$ cat src/rtl/if_fetch_unit.sv
// Instruction-fetch stage: PC register, combinational instruction ROM, RUN/HALT control.
// Latency: pc_out/im_out are valid in the same cycle; redirect/stall act on the next edge.
// Backpressure: stall holds the PC; redirect overrides stall; HALT holds until redirect or reset.
module if_fetch_unit #(
    parameter logic [31:0]            PC_RESET  = 32'h0000_0000,
    parameter int                     IM_DEPTH  = 256,
    parameter logic [IM_DEPTH*32-1:0] IM_INIT   = '0,
    parameter logic [31:0]            HALT_WORD = 32'hFFFF_FFFF
) (
    input  logic        clock,
    input  logic        reset,
    input  logic        stall,
    input  logic        redirect,
    input  logic [31:0] redirect_pc,
    output logic [31:0] pc_out,
    output logic [31:0] pc_add_out,
    output logic [31:0] im_out,
    output logic        fetch_valid,
    output logic        halted,
    output logic [31:0] fetch_count
);

    localparam int AW = $clog2(IM_DEPTH);

    typedef enum logic {RUN, HALT} state_t;

    state_t      state_q, state_d;
    logic [31:0] pc_q, pc_d;
    logic [31:0] cnt_q, cnt_d;

    logic [AW-1:0] word_idx;
    logic          in_range;
    logic [31:0]   rom_word;
    logic [31:0]   pc_plus4;
    logic [31:0]   redirect_tgt;
    logic          accept;

    // Word-addressed ROM; anything past the image reads as a NOP.
    assign word_idx = pc_q[AW+1:2];
    assign in_range = (pc_q[31:AW+2] == '0);
    assign rom_word = in_range ? IM_INIT[{word_idx, 5'b0} +: 32] : 32'h0;

    assign pc_plus4     = pc_q + 32'd4;
    assign redirect_tgt = redirect_pc & 32'hFFFF_FFFC;

    assign fetch_valid = (state_q == RUN) && !reset;
    assign im_out      = fetch_valid ? rom_word : 32'h0;
    assign accept      = fetch_valid && !stall && !redirect;

    assign pc_out      = pc_q;
    assign pc_add_out  = pc_plus4;
    assign halted      = (state_q == HALT);
    assign fetch_count = cnt_q;

    always_comb begin
        pc_d    = pc_q;
        state_d = state_q;
        cnt_d   = cnt_q;
        if (redirect) begin
            pc_d    = redirect_tgt;
            state_d = RUN;
        end else if (accept) begin
            cnt_d = cnt_q + 32'd1;
            // The halt word is counted but the PC parks on its address.
            if (im_out == HALT_WORD) begin
                state_d = HALT;
            end else begin
                pc_d = pc_plus4;
            end
        end
    end

    always_ff @(posedge clock) begin
        if (reset) begin
            pc_q    <= PC_RESET;
            state_q <= RUN;
            cnt_q   <= 32'h0;
        end else begin
            pc_q    <= pc_d;
            state_q <= state_d;
            cnt_q   <= cnt_d;
        end
    end

endmodule

$ cat config.mk
export PLATFORM = sky130hd
export DESIGN_NAME = if_fetch_unit
export DESIGN_NICKNAME = d
export VERILOG_FILES = /design/src/rtl/if_fetch_unit.sv
export SDC_FILE = /design/constraint.sdc
export NUM_CORES = 1
export LEC_CHECK = 0
export ABC_AREA = 1
export CORE_MARGIN = 10
export CORE_UTILIZATION = 44
export DETAILED_ROUTE_END_ITERATION = 8
export GPL_TIMING_DRIVEN = 0
export HOLD_SLACK_MARGIN = 0.02
export MAX_ROUTING_LAYER = met4
export PLACE_DENSITY = 0.82
export SYNTH_ARGS = -nofsm -noshare
export SYNTH_HDL_FRONTEND = slang
export SYNTH_SLANG_ARGS = --single-unit
$ cat constraint.sdc
create_clock -name clock -period 2 [get_ports clock]
set_input_delay 0.3 -clock clock [delete_from_list [all_inputs] [get_ports clock]]
set_output_delay 0.3 -clock clock [all_outputs]
set_load 0.005 [all_outputs]
==> impl_metrics.tcl <==
set metrics [dict create \
    run_status "finished with violations" \
    violations "negative setup slack" \
    worstMarginPinSlew_ns 0.5968 \
    seqPwrFrac_pct 38.3 \
    drt_pre_antenna_iters 5 \
    vdd_drop_max_uv 389.3 \
    totalWireLength_mm 16.31 \
    end_kind "output pin" \
    grt_max_degree 13 \
    rsz0062_at_grt "yes" \
    min_period_ns 2.146 \
    die_y_um 116.4 \
    final_common_cell "nand2_1" \
    clkPwrFrac_pct 43.8 \
    p_int_uw 2561 \
    synth_seq_area_share_pct 30.34 \
    layout-drive-gt1-share_pct 28.08 \
    antenna_found_initial 0 \
    cts_buffers 9 \
    hpwl_mm 10.73 \
    combPwrFrac_pct 17.9 \
    fin_hold_ws_ns 0.2087 \
    total_leakage_power_uw 0.003033 \
    dpl-instance-area_mm2 0.005617 \
    globalplace.congestion 0.9289 \
    portBuffers 125 \
    syn_area_mm2 0.004091 \
    worstSetupPathType "flip-flop to output pin" \
    drv_cap 0 \
    drt_iter0_markers 453 \
    synth_top_cell_by_area "dfxtp_1" \
    root_buffer "clkbuf_8" \
    slew_viol_final 0 \
    nNetsFinal 902 \
    finalWorstSetupSlack_ns -0.1455 \
    core_region_area_mm2 0.009153 \
    grt_overflow_total 0 \
    ys_ff_latch 62 \
    rows 35 \
    relSlewSlack_pct 60.21 \
    worstPathArrival_ns 1.85 \
    cp.required_ns 1.70 \
    start_util_pct 44.70 \
    area_growth_pct 63.24 \
    start_kind "flip-flop" \
    yosysTopAreaCellShare_pct 30.34 \
    htreeDepth 3 \
    finalHoldViolations 0 \
    cts.sinks 62 \
    pin_count 166 \
    avgSynthCellArea_um2 6.494 \
    swShare_pct 26.26 \
    fin_skew_ns 0.01703 \
    ys.flop_type "dfxtp_1" \
    yosys_warnings 0 \
    synthTopCellsByArea "dfxtp_1 30%, nand2_1 18%, buf_4 6.8%, inv_1 6.6%, nor2_1 6.5%" \
    grt_pass1_vias 4819 \
    async_flop_share_pct 0 \
    diodes 0 \
    cts_buffer_depth 2 \
    viasPerCell 5.095 \
    drc 0 \
    die_x_um 116.4 \
    setup_violations 13 \
    grt_pass1_wl_mm 23.24 \
    post-route-period-util_pct 107.3 \
    worstSkewPairLatency_ns 0.35 \
    die_area_mm2 0.01356 \
    ant_nets 0 \
    synth_edf_count 0 \
    wl_per_cell_um 16.65 \
    path_clk_slew_ns 0.08 \
    syn_inst 630 \
    max_freq_mhz 466.1 \
    synth_cell_type_count 34 \
    grt_usage_pct 22.11 \
    hold_class "primary input to flip-flop" \
    tritoncts "yes" \
    fin_area_mm2 0.006679 \
    power.density_mw_per_mm2 519.9 \
    path_max_fanout 3 \
    vias 4993 \
    final_cell_mix "172 x nand2_1, 97 x clkdlybuf4s50_1, 82 x buf_4" \
    p_switching_uw 912.0 \
]
## cells in the mapped netlist (7+ instances only)
cell type,count
nand2_1,194
inv_1,72
nor2_1,71
dfxtp_1,62
buf_4,37
a21oi_1,36
nand3_1,32
o21ai_0,21
xor2_1,15
clkbuf_1,11
a31oi_1,9
nor2_4,8
a22o_1,7
nor3_1,7
## through the flow
stage / power, uW / instances / worst slack [ns] / setup TNS [ns] / utilization, %
finish: 3473 / 980 / -0.1455 / -1.077 / 72.97
global route: 3603 / 980 / -0.2125 / -2.661 / 72.97
CTS: 3398 / 961 / -0.1992 / -0.6662 / 69.46
detailed placement: 1878 / 902 / -0.2940 / -3.242 / 61.37
global placement: 1866 / 902 / -0.2812 / -2.339 / 61.37
floorplan: 1591 / 666 / 0.3825 / 0 / -
## path summary, 6_finish.rpt
path / from / end / slack, ns / depth (start not counted)
min reg2reg: fetch_count[9] / fetch_count[9] / 0.47 / 2
max reg2reg: pc_out[13] / pc_out[16] / 0.01 / 12
min: reset / fetch_count[15] / 0.21 / 2
max: pc_out[18] / pc_add_out[30] / -0.15 / 9
## registers in the layout, summed over array words and instances (netlist names)
name         count
fetch_count     32
pc_out          30
## power groups by stage
stage / Combinational (uW) / Clock, uW / Sequential [uW]
3_3_place_gp: 513 / 0 / 1350
4_1_cts: 557 / 1520 / 1320
3_5_place_dp: 522 / 0 / 1360
6_report: 620 / 1520 / 1330
2_1_floorplan: 246 / 0 / 1350
5_1_grt: 664 / 1610 / 1330
## cell type report
| class | instances | area [um2] |
|---|---|---|
| Buffer | 52 | 345.3 |
| Clock buffer | 9 | 123.9 |
| Clock inverter | 7 | 146.4 |
| Fill cell | 659 | 2474 |
| Inverter | 73 | 276.5 |
| Multi-Input combinational cell | 479 | 2630 |
| Sequential cell | 62 | 1318 |
| Tap cell | 111 | 138.9 |
| Timing Repair Buffer | 187 | 1700 |
## kinds of logic (layout without fill, tap and decap cells)
kind of cell | count (synthesis) | in the layout | synth area share, %
buf+inv | 125 | 328 | 15.14
simple gates | 342 | 342 | 38.10
xor+xnor | 24 | 24 | 5.688
flops | 62 | 62 | 30.34
compound gates | 74 | 74 | 10.03
fa+ha+maj | 2 | 2 | 0.6115
other cells | 1 | 37 | 0.09166
## worst max-delay path, stage by stage (launching register included)
cell and delay, ns:
dfxtp_4 0.37, buf_4 0.12, nand2_1 0.09, nor2_1 0.20, nand2_1 0.13, nor2_1 0.22
nand2_1 0.11, nand2_2 0.07, nand2_2 0.07, buf_6 0.12
## layer usage
metal	wire length [um]	global-route usage, %	part of all wire (%)	vias up
li1	-	-	-	2370
met1	6017	23.05	37	2280
met2	8081	38.16	50	271
met3	1472	6.163	9.0	72
met4	742	9.925	4.5	0
met5	0	-	0	-
## timing repair
action,in CTS,in global routing
endpoints found under the hold margin,0,0
hold buffers,0,0
gates resized for setup,155,68
pin swaps,26,23
endpoints found under the setup margin,28,26
buffers inserted,43,21
Note: power is estimated with default switching activity, not from simulation.
